`src/rtl/stepper_phase_decoder.sv`:
```
// stepper_phase_decoder: recovers signed step position and direction from a 4-phase one-hot coil bus.
// Defining STALL_DETECT_EN builds a stall detector for the TRACK state; otherwise stall is tied low.
`timescale 1ns/1ps
module stepper_phase_decoder #(
   parameter int POS_W     = 16,
   parameter int FILT_CYC  = 4,
   parameter int STALL_CYC = 10000000
) (
   input  logic             clk,
   input  logic             rst,
   input  logic [3:0]       phase_in,
   input  logic             clr_pos,
   input  logic             clr_fault,
   output logic [POS_W-1:0] pos,
   output logic             step_pulse,
   output logic             dir_out,
   output logic             locked,
   output logic             fault,
   output logic [1:0]       err_code,
   output logic             stall,
   output logic [1:0]       state_dbg
);

   localparam int CNT_W = $clog2(FILT_CYC + 1);
   localparam logic [CNT_W-1:0] CNT_MAX = CNT_W'(FILT_CYC);

   typedef enum logic [1:0] {
      ACQUIRE = 2'd0,
      TRACK   = 2'd1,
      FAULT   = 2'd2
   } state_t;

   logic [3:0]       sync1, ph_s, cand, cand_nx, acc, last;
   logic [CNT_W-1:0] cnt, cnt_nx;
   logic             acc_new;
   logic [3:0]       fwd_pat, bwd_pat, skip_pat;
   logic             is_idle, is_onehot;
   state_t           state, state_nx;
   logic [1:0]       err_nx;
   logic             step_fwd, step_bwd, last_load;

   // The sample that reloads cand counts as the first of the FILT_CYC identical ones.
   always_comb begin
      cand_nx = cand;
      cnt_nx  = cnt;
      if (ph_s != cand) begin
         cand_nx = ph_s;
         cnt_nx  = CNT_W'(1);
      end else if (cnt != CNT_MAX) begin
         cnt_nx = cnt + CNT_W'(1);
      end
   end

   assign acc_new = (cnt_nx == CNT_MAX) && (cand_nx != acc);

   always_ff @(posedge clk or posedge rst) begin
      if (rst) begin
         sync1 <= '0;
         ph_s  <= '0;
         cand  <= '0;
         cnt   <= '0;
         acc   <= '0;
      end else begin
         sync1 <= phase_in;
         ph_s  <= sync1;
         cand  <= cand_nx;
         cnt   <= cnt_nx;
         if (acc_new) acc <= cand_nx;
      end
   end

   assign fwd_pat   = {last[2:0], last[3]};
   assign bwd_pat   = {last[0], last[3:1]};
   assign skip_pat  = {last[1:0], last[3:2]};
   assign is_idle   = (cand_nx == 4'b0000);
   assign is_onehot = $onehot(cand_nx);

   always_ff @(posedge clk or posedge rst) begin
      if (rst) state <= ACQUIRE;
      else     state <= state_nx;
   end

   // A one-hot pattern equal to last (seen after an idle gap) is neither a step nor a fault.
   always_comb begin
      state_nx = state;
      err_nx   = err_code;
      step_fwd = 1'b0;
      step_bwd = 1'b0;
      case (state)
         ACQUIRE: begin
            if (acc_new && !is_idle) begin
               if (is_onehot) begin
                  state_nx = TRACK;
               end else begin
                  state_nx = FAULT;
                  err_nx   = 2'b10;
               end
            end
         end
         TRACK: begin
            if (acc_new && !is_idle) begin
               if (!is_onehot) begin
                  state_nx = FAULT;
                  err_nx   = 2'b10;
               end else if (cand_nx == fwd_pat) begin
                  step_fwd = 1'b1;
               end else if (cand_nx == bwd_pat) begin
                  step_bwd = 1'b1;
               end else if (cand_nx == skip_pat) begin
                  state_nx = FAULT;
                  err_nx   = 2'b01;
               end
            end
         end
         FAULT: begin
            if (clr_fault) begin
               state_nx = ACQUIRE;
               err_nx   = 2'b00;
            end
         end
         default: begin
            state_nx = ACQUIRE;
            err_nx   = 2'b00;
         end
      endcase
   end

   assign last_load = ((state == ACQUIRE) && (state_nx == TRACK)) || step_fwd || step_bwd;

   always_ff @(posedge clk or posedge rst) begin
      if (rst) begin
         err_code   <= 2'b00;
         last       <= '0;
         pos        <= '0;
         dir_out    <= 1'b0;
         step_pulse <= 1'b0;
      end else begin
         err_code   <= err_nx;
         step_pulse <= step_fwd | step_bwd;
         if (last_load) last <= cand_nx;
         if (step_fwd)      dir_out <= 1'b1;
         else if (step_bwd) dir_out <= 1'b0;
         if (clr_pos)       pos <= '0;
         else if (step_fwd) pos <= pos + POS_W'(1);
         else if (step_bwd) pos <= pos - POS_W'(1);
      end
   end

   always_comb begin
      locked    = (state == TRACK);
      fault     = (state == FAULT);
      state_dbg = state;
   end

`ifdef STALL_DETECT_EN
   localparam int STL_W = $clog2(STALL_CYC + 1);
   localparam logic [STL_W-1:0] STL_MAX = STL_W'(STALL_CYC);
   logic [STL_W-1:0] stall_cnt;

   // Cleared while outside TRACK, on entry to TRACK and on every step; saturates at the limit.
   always_ff @(posedge clk or posedge rst) begin
      if (rst) begin
         stall_cnt <= '0;
      end else if ((state_nx != TRACK) || (state != TRACK) || step_fwd || step_bwd) begin
         stall_cnt <= '0;
      end else if (stall_cnt != STL_MAX) begin
         stall_cnt <= stall_cnt + STL_W'(1);
      end
   end

   assign stall = (stall_cnt == STL_MAX);
`else
   assign stall = 1'b0;
`endif

endmodule

```
`config.mk`:
```
export PLATFORM = sky130hd
export DESIGN_NAME = stepper_phase_decoder
export DESIGN_NICKNAME = d
export VERILOG_FILES = /design/src/rtl/stepper_phase_decoder.sv
export SDC_FILE = /design/constraint.sdc
export NUM_CORES = 1
export LEC_CHECK = 0
export CORE_MARGIN = 4
export CORE_UTILIZATION = 50
export DETAILED_ROUTE_END_ITERATION = 16
export GPL_TIMING_DRIVEN = 0
export PLACE_DENSITY_LB_ADDON = 0.25
export SLEW_MARGIN = 20
export SYNTH_ARGS = -nofsm -noshare
export SYNTH_HDL_FRONTEND = slang
export SYNTH_SLANG_ARGS = --single-unit
export TNS_END_PERCENT = 50
```
`constraint.sdc`:
```
create_clock -name clk -period 9.9 [get_ports clk]
set_clock_uncertainty 0.1 [all_clocks]
set_input_delay 0.99 -clock clk [delete_from_list [all_inputs] [get_ports clk]]
set_output_delay 0.99 -clock clk [all_outputs]
set_load 0.01 [all_outputs]
```
### After elaboration in Yosys (flattened, before gate mapping)

Cells that the tools add are included.

| word-level totals | value |
|---|---|
| register bits after elaboration | 45 |
| latch bits | 0 |
| RAM bits | 0 |
| bits in read-only memories | 0 |
| input bits | 8 |
| output and inout bits | 25 |
| memories | 0 |

| cells by class | value |
|---|---|
| add/sub/neg operators | 6 |
| multiply operators | 0 |
| divide/modulo/power cells | 0 |
| order comparisons | 0 |
| equality and inequality tests | 18 |
| shifts and indexed selects | 0 |
| mux-type cells | 35 |
| bitwise gates (word level) | 1 |
| reduce and logical (&&, ||, !) cells | 11 |

Operators by type and width:

| kind | number |
|---|---|
| two-way mux 16 bit | 3 |
| two-way mux 2 bit | 16 |
| adder 16 x 1 -> 16 bit (second input constant) | 1 |
| subtractor 16 x 1 -> 16 bit (second input constant) | 1 |
| == test 4 bit | 3 |
| one-hot mux 2 bit (3 select lines) | 2 |
| two-way mux 1 bit | 11 |
| inequality test 3 bit (second input constant) | 3 |
| inequality test 4 bit | 2 |
| AND reduction 7 bit | 1 |
| two-way mux 3 bit | 2 |
| inequality test 2 bit (second input constant) | 3 |
| adder 1 x 1 -> 2 bit | 2 |
| == test 2 x 1 -> 1 bit (second input constant) | 2 |
| zero test 4 bit | 1 |
| two-way mux 4 bit | 1 |
| adder 2 x 2 -> 3 bit | 1 |
| adder 3 x 1 -> 3 bit (second input constant) | 1 |
| == test 3 x 1 -> 1 bit (second input constant) | 1 |
| == test 3 bit (second input constant) | 1 |
| logical AND 1 bit | 3 |
| inequality test 3 x 2 -> 1 bit (second input constant) | 1 |
| nonzero test 3 bit | 1 |
| == test 2 bit (second input constant) | 1 |
| other kinds (6) | 7 |

### Depth between registers and ports, before layout

Gate-level depths: netlist of the first run.

| logic depth | value |
|---|---|
| depth in word-level cells | 13 |
| gate-level depth with buffers | 21 |

### Worst setup path before layout of the first run

No wires, ideal clock.

| timing | value |
|---|---|
| kind | reg2reg |
| start | reg ph_s[3] |
| end | reg pos[15] |
| library setup time | 0.132 ns |
| arrival | 4.388 ns |
| required time | 9.668 ns |
| slack | 5.280 ns |
| stages on the path, launching flop included | 22 |
| buffers on the path | 1 |
| path through | dfrtp_1 -> buf_4 -> inv_1 -> fa_1 -> inv_1 -> ha_1 -> ha_1 -> nor4b_2 -> nand2_1 -> nor2_1 -> nand2_1 -> nor2_1 -> inv_1 -> ha_1 -> a21oi_1 -> o21ai_0 -> or4_1 -> o21ai_0 -> o21ai_0 -> mux2i_1 -> xor2_1 -> nor2_1 |

| on the way | value |
|---|---|
| cells in the longest elaborated chain, start to end | 10 |
| elaborated cells on any way between the ends | 27 |
| those cells by class | add/sub (3); eq/ne (6); mux (13); reduce/logical (5) |

Ends and longest elaborated chain:

| item | RTL line | RTL |
|---|---|---|
| start: declaration | 33 | `logic [3:0] sync1, ph_s, cand, cand_nx, acc, last;` |
| start signal: assignment | 65 | `ph_s <= sync1;` |
| inequality test 4 bit | 46 | `if (ph_s != cand) begin` |
| two-way mux 4 bit | 46 |  |
| adder 1 x 1 -> 2 bit (implied by the code) | 76 | `assign is_onehot = $onehot(cand_nx);` |
| adder 2 x 2 -> 3 bit (implied by the code) | 76 |  |
| == test 3 x 1 -> 1 bit | 76 |  |
| two-way mux 1 bit | 102 | `if (!is_onehot) begin` |
| two-way mux 1 bit | 101 | `if (acc_new && !is_idle) begin` |
| two-way mux 1 bit | 89 | `case (state)` |
| two-way mux 16 bit | 144 | `else if (step_fwd) pos <= pos + POS_W'(1);` |
| two-way mux 16 bit | 143 | `if (clr_pos) pos <= '0;` |
| end signal: assignment | 144 |  |
| end signal: assignment | 145 | `else if (step_bwd) pos <= pos - POS_W'(1);` |
| end: declaration | 14 | `output logic [POS_W-1:0] pos,` |

Parallel ways exist; a longest one is shown, timed or not.
A chain may end at the register's enable or synchronous reset.

### Worst setup path in the final report of the first run

Ends and elaborated chain as after synthesis.

==> summary.md, run 1 <==
| Metric | Value |
|---|---|
| Status | `finished, final reports clean` |
| Post-CTS sizing | `0` |
| CTS tree | `built` |
| Slew @ Worst Pin | `0.657 ns` |
| Synth warnings | `0` |
| Total die area | `6880 sq um` |
| Slew Limit Headroom | `56.1%` |
| Final wirelength | `5.28 mm` |
| Internal power | `253 uW` |
| Diodes inserted | `0` |
| Site row count | `27` |
| Crit path DAT | `5.37 ns` |
| Placement Setup Slack | `4.62 ns` |
| Setup TNS | `0 ns` |
| P&R area growth vs syn | `17.8%` |
| Global-route wire length before repair | `9.53 mm` |
| M3 GR Usage | `3.37%` |
| Final Hold Viols | `0` |
| Reg-to-reg startpoint | `ph_s[3]` |
| Crit path capture | `pos[15]` |
| Largest net degree at the start of global routing | `35` |
| Setup Viol. Count Final | `0` |
| Post-Synthesis Cell Area | `2810 sq um` |
| Final Cycle Share | `53.5%` |
| Reg2Reg Setup Slack | `4.60 ns` |
| Drt pass-1 iters | `4` |
| Worst Setup Start Kind | `flip-flop` |
| Clock-pin slew on the worst setup and hold paths | `0.08 ns` |
| Max IR drop VDD | `0.0000608 V` |
| Die height | `83.0 um` |
| Unique masters post-synth | `49` |
| Hpwl dp | `3.92 mm` |
| Starting Density | `51.3%` |
| Reg-to-Reg End | `pos[15]` |
| Syn Nets | `320` |
| MaxCap Viol Count | `0` |
| Vias in the first global route | `2,092` |
| Total GRT Usage | `16.7%` |
| Synth top cells by count | `45 x dfrtp_1, 39 x nand2_1, 28 x a21oi_1` |
| Remaining antenna violation count | `0` |
| Post-synth ARST share | `100%` |
| Switching share of power | `25.4%` |
| IO buf count | `30` |
| Core Area | `5470 sq um` |
| Post-route DRC violation count | `0` |
| Pwr Total | `339 uW` |
| Boundary pin count | `33` |
| Logic pwr share | `9.6%` |
| Synth area leader | `dfrtp_1` |
| Multi-input logic area | `1510 sq um` |
| Setup Fix Bufs, Post-CTS | `0` |
| FF/Latch Area | `1130 sq um` |
| Die width | `83.0 um` |
| Worst Path Max Fanout | `18` |
| EDFF count, synth | `0` |
| Cts-stage hold buffer count | `0` |
| Clock network latency to the later pin of the worst-skew pair | `0.31 ns` |
| Post-synth top area share | `40.1%` |
| Synth area leaders | `dfrtp_1 40%, ha_1 9.3%, xnor2_1 5.3%` |
| Fill cells | `505` |
| Fin util | `60.5%` |
| Predominant post-synthesis flop cell | `dfrtp_1` |
| Final Max Slew Viols | `0` |
| CTS Buffer Depth | `2` |
| Clock sink count | `45` |
| Post-synthesis register bit count | `45` |
| Kind of critical path | `flip-flop to flip-flop` |
| GR Util met2 | `26.1%` |
| Routed len/inst | `13.2 um` |
| R2R depth | `21` |
| H-tree depth | `2` |
| Endpoint class of the critical path | `flip-flop` |
| Avg Inst Size Synth | `9.72 sq um` |
| Synthesized instance count | `289` |
| Fmax | `0.189 GHz` |
| Sequential Power Share | `55.9%` |
| Leak Pwr | `1.51 nW` |
| Drt initial violations | `71` |
| Clock power share | `34.6%` |
| Worst setup margin | `4.60 ns` |
| PwrDens | `102 nW/um^2` |
| Global route hottest layer | `met2` |
| Share of layout cells above drive strength 1 | `11.6%` |
| RePlAce Congestion | `0.828` |
| Vias per cell | `5.29` |
| Clock root cell | `clkbuf_8` |
| DR vias | `2,116` |
| Net switching power | `86.1 uW` |
| RSZ-0062 raised after global routing | `false` |
| Total CTS buffers | `5` |
| Initial antenna violation count | `0` |
| Worst setup path startpoint | `ph_s[3]` |
| Worst Path Required | `9.97 ns` |
| Period minus WS final | `5.30 ns` |
| Remaining global-route overflow | `0` |
| Met1 usage | `23.2%` |
| Min-Delay Path Class | `flip-flop to flip-flop` |
| Final nets | `358` |
| Post-synthesis sequential area ratio | `40.1%` |
| Most frequent cell after synthesis | `dfrtp_1` |
-- placed cells by master, fill, tap and decap left out, types with 4 or more instances in the layout --
cell type,instances
o21ai_0,12
o211ai_1,4
buf_6,6
mux2_2,5
nor3_1,6
ha_1,21
xnor2_1,17
nand2b_1,4
a21oi_1,28
nor2_1,15
inv_1,14
nand3_1,4
xor2_1,15
clkbuf_8,5
nand2_1,39
clkbuf_1,4
clkdlybuf4s50_1,30
dfrtp_1,45
-- stage by stage --
step / instance area (sq um) / hold WS [ns] / instances
6_report: 3310 / 0.252 / 400
5_1_grt: 3310 / 0.261 / 400
3_3_place_gp: 3200 / 0.231 / 391
2_1_floorplan: 2810 / 0.231 / 289
3_5_place_dp: 3220 / 0.235 / 392
4_1_cts: 3310 / 0.256 / 400
-- metal layers --
layer  vias up  wire, um
met5         -         0
met4         0        76
met3         7       171
met2        42      2380
met1      1003      2650
li1       1064         -
-- sequential cells by signal, indices dropped and copies added (netlist names), 3 cells and up --
| name | count |
|---|---|
| pos | 16 |
| acc | 4 |
| cand | 4 |
| last | 4 |
| ph_s | 4 |
| sync1 | 4 |
| cnt | 3 |
-- kinds of logic (layout without fill, tap and decap cells) --
family                     count (synthesis)  count (layout)  synth area share (%)
AOI/OAI and AO/OA                         62              62                  13.2
xor gates and xnor gates                  32              32                  9.97
adders and majority gates                 23              23                  10.8
buffers and inverters                     30              69                  6.28
DFF                                       45              45                  40.1
muxes                                      6               6                  2.36
other                                      1               1                 0.133
and+or+nand+nor                           90              90                  17.2
-- critical path, cell delays in order (launching register included) --
cell and delay [ns]:
dfrtp_1 0.33, buf_4 0.17, inv_1 0.09, fa_1 0.53
inv_1 0.05, ha_1 0.17, ha_1 0.30, nor4b_2 0.39
nand2_1 0.22, nor2_1 0.13, nand2_1 0.11, nor2_1 0.14
inv_1 0.32, ha_1 0.50, o211ai_1 0.10, o21ai_0 0.40
o31a_1 0.23, o21ai_0 0.14, o21ai_0 0.25, mux2i_1 0.25
xor2_1 0.19, nor2_1 0.05
-- how the worst min path moves through the flow --
stage	start	endpoint	slack, ns	cells past startpoint
2_1_floorplan	sync1[0]	ph_s[0]	0.23	0
3_3_place_gp	sync1[3]	ph_s[3]	0.23	0
3_5_place_dp	sync1[1]	ph_s[1]	0.23	0
4_1_cts	sync1[1]	ph_s[1]	0.26	0
5_1_grt	sync1[1]	ph_s[1]	0.26	0
6_report	sync1[3]	ph_s[3]	0.25	0
-- area by class of cell --
type	count	area share, %
inverter	15	1.70
clock inverter	3	0.642
sequential	45	34.0
multi-input combinational	214	45.5
tap	72	2.72
timing repair buffer	31	9.67
buffer	15	3.63
clock buffer	5	2.08
-- power groups by stage --
stage	Combinational (mW)	Clock [mW]	Sequential (mW)
3_3_place_gp	0.0310	0	0.193
6_report	0.0324	0.117	0.189
5_1_grt	0.0369	0.129	0.190
3_5_place_dp	0.0328	0	0.193
2_1_floorplan	0.0235	0	0.193
4_1_cts	0.0330	0.122	0.189
Power figures use the tool's default switching activity.
==> inputs of run 2 (changes only) <==
==> constraint.sdc (replaced) <==
create_clock -name clk -period 5.18 [get_ports clk]
set_clock_uncertainty 0.1 [all_clocks]
set_input_delay 0.518 -clock clk [delete_from_list [all_inputs] [get_ports clk]]
set_output_delay 0.518 -clock clk [all_outputs]
set_load 0.01 [all_outputs]
==> run 2 against run 1 <==
Compared with the run above:
- first-iteration DRC count up 38%
- register-to-register slack worse by 4.2 ns
- largest cell class unchanged
- global-route usage up 0.067 points
- clock power up 91%
- fmax up 11%
- combinational power up 100%
- worst hold slack about the same
- cell area up 1.9%
==> summary.md, run 2 (synthesis results as in run 1) <==
| Metric | Value |
|---|---|
| Fmax | `0.209 GHz (+11%)` |
| RePlAce Congestion | `0.828 (unchanged)` |
| Number of flip-flops in the largest register | `16 (unchanged)` |
| Period minus WS final | `4.79 ns (-0.509 ns)` |
| Fill cells | `494 (-2.2%)` |
| Max IR drop VDD | `0.000115 V (+90%)` |
| Routed len/inst | `13.5 um (+1.9%)` |
| Die width | `83.0 um (unchanged)` |
| Worst Setup Start Kind | `flip-flop` |
| Total GRT Usage | `16.7% (+0.067 points)` |
| Hpwl dp | `3.92 mm (unchanged)` |
| Kind of critical path | `flip-flop to flip-flop` |
| Final Cycle Share | `92.5% (+39 points)` |
| H-tree depth | `2 (unchanged)` |
| Clock network latency to the later pin of the worst-skew pair | `0.30 ns (about the same)` |
| Clock-pin slew on the worst setup and hold paths | `0.08 ns (about the same)` |
| Remaining antenna violation count | `0 (unchanged)` |
| Site row count | `27 (unchanged)` |
| DR vias | `2,135 (+0.90%)` |
| Non-filler cells, final | `403 (+0.75%)` |
| CTS tree | `built` |
| Share of layout cells above drive strength 1 | `14.5% (+2.9 points)` |
| Crit path DAT | `4.86 ns (-0.51 ns)` |
| Worst setup margin | `0.389 ns (-4.21 ns)` |
| Drt initial violations | `98 (+38%)` |
| Drt pass-1 iters | `4 (unchanged)` |
| Global-route wire length before repair | `9.59 mm (+0.66%)` |
| Most frequent cells in the layout | `45 x dfrtp_1, 38 x nand2_1, 30 x clkdlybuf4s50_1, 27 x a21oi_1, 21 x ha_1` |
| CTS Buffer Depth | `2 (unchanged)` |
| RSZ-0062 raised after global routing | `false` |
| MaxCap Viol Count | `0 (unchanged)` |
| Placed cell count | `392 (unchanged)` |
| Worst Path Required | `5.25 ns (-4.72 ns)` |
| Remaining global-route overflow | `0 (unchanged)` |
| Core Area | `5470 sq um (unchanged)` |
| PwrDens | `193 nW/um^2 (+89%)` |
| Total CTS buffers | `5 (unchanged)` |
| Multi-input logic area | `1540 sq um (+2.3%)` |
| Setup Viol. Count Final | `0 (unchanged)` |
| Placement Setup Slack | `-0.103 ns (-4.72 ns)` |
| Total die area | `6880 sq um (unchanged)` |
| Largest net degree at the start of global routing | `35 (unchanged)` |
| Final wirelength | `5.42 mm (+2.6%)` |
| Clock sink count | `45 (unchanged)` |
| Clock root cell | `clkbuf_8` |
| Worst Path Max Fanout | `9 (-9)` |
| Top reg by flops | `pos` |
| Post-route DRC violation count | `0 (unchanged)` |
| Min-Delay Path Class | `flip-flop to flip-flop` |
| Final Max Slew Viols | `0 (unchanged)` |
| Initial antenna violation count | `0 (unchanged)` |
| Vias in the first global route | `2,104 (+0.57%)` |
| Most common cell after layout, fill and taps aside | `dfrtp_1` |
| Starting Density | `51.3% (unchanged)` |
| Leak Pwr | `1.54 nW (+1.6%)` |
| Diodes inserted | `0 (unchanged)` |
| Slew Limit Headroom | `63.1% (+6.9 points)` |
| Boundary pin count | `33 (unchanged)` |
| P&R area growth vs syn | `20.0%` |
| FF/Latch Area | `1130 sq um (unchanged)` |
| Status | `finished, final reports clean` |
| Endpoint class of the critical path | `flip-flop` |
| Pwr Total | `651 uW (+92%)` |
| Final nets | `361 (+0.84%)` |
| Slew @ Worst Pin | `0.551 ns (-0.106 ns)` |
| WHS | `0.252 ns (-0.0000210 ns)` |
| Final Hold Viols | `0 (unchanged)` |
| Vias per cell | `5.30 (+0.15%)` |
| Die height | `83.0 um (unchanged)` |
| IO buf count | `30 (unchanged)` |
## run 2: cell types whose count changed in the layout (fill, tap and decap cells not counted), sizes merged
cell,change
buf,+3
inv,-1
clkinvlp,+1
## run 2: worst paths after layout
| path | from | slack [ns] | endpoint | depth (start not counted) |
|---|---|---|---|---|
| min in group asynchronous | rst | 0.36 | pos[9] | 2 |
| hold reg to reg | sync1[3] | 0.25 | ph_s[3] | 0 |
| max in group asynchronous | rst | 4.15 | pos[15] | 3 |
| setup reg to reg | ph_s[3] | 0.39 | pos[15] | 22 |
| hold / removal | sync1[3] | 0.25 | ph_s[3] | 0 |
| setup / recovery | ph_s[3] | 0.39 | pos[15] | 22 |
## run 2: worst max-delay path: stages (launching register included)
cell and delay, ns:
dfrtp_1 0.33, buf_4 0.17, inv_1 0.09, fa_1 0.53
inv_1 0.04, ha_1 0.17, ha_1 0.32, nor4b_4 0.35
nand2_2 0.15, nor2_1 0.11, nand2_1 0.14, nor2_4 0.14
clkinvlp_4 0.10, buf_4 0.17, ha_1 0.33, a21oi_2 0.17
o21ai_0 0.12, or4_1 0.42, o21ai_2 0.16, o21ai_1 0.10
mux2i_1 0.18, xor2_1 0.19, nor2_1 0.05
## run 2: power by group
part	leakage, nW	internal (mW)	switching, mW
combinational	0.902	0.0313	0.0342
sequential	0.591	0.358	0.00393
clock	0.0445	0.0958	0.128
total	1.54	0.485	0.166
## run 2: repair_timing
item | in CTS | in global routing
gates resized for setup | 2 | 10
hold buffers | 0 | 0
gates cloned | 0 | 0
endpoints found under the hold margin | 0 | 0
setup endpoints to repair | 1 | 7
pin swaps | 0 | 1
buffers inserted | 3 | 0
## run 2: area by class of cell
type / count / area share [%]
Inverter: 15 / 1.78
Clock inverter: 3 / 0.631
Sequential cell: 45 / 33.4
Timing Repair Buffer: 34 / 10.2
Clock buffer: 5 / 2.04
Multi-Input combinational cell: 214 / 45.8
Buffer: 15 / 3.56
Tap cell: 72 / 2.67
## run 2: through the flow
step	setup TNS (ns)	util [%]	cell area, sq um
after floorplan	0	-	2810
after detailed placement	-0.103	58.8	3220
after global routing	0	61.6	3370
final	0	61.6	3370
after global placement	-0.0223	58.5	3200
after CTS	0	61.0	3340
## run 2: routing by layer
metal,vias up,track usage [%],wire [um]
met4,0,5.50,72
met5,-,0,0
met3,7,3.37,252
li1,1068,-,-
met1,1000,23.5,2620
met2,60,26.0,2480
==> inputs of run 3 (changes only) <==
--- a/config.mk
+++ b/config.mk
@@ -8,6 +8,7 @@
 export CORE_MARGIN = 4
 export CORE_UTILIZATION = 50
 export DETAILED_ROUTE_END_ITERATION = 16
+export GPL_ROUTABILITY_DRIVEN = 1
 export GPL_TIMING_DRIVEN = 0
 export PLACE_DENSITY_LB_ADDON = 0.25
 export SLEW_MARGIN = 20
==> results of run 3 <==
Final layout, timing and power as in run 2 (identical DEF).
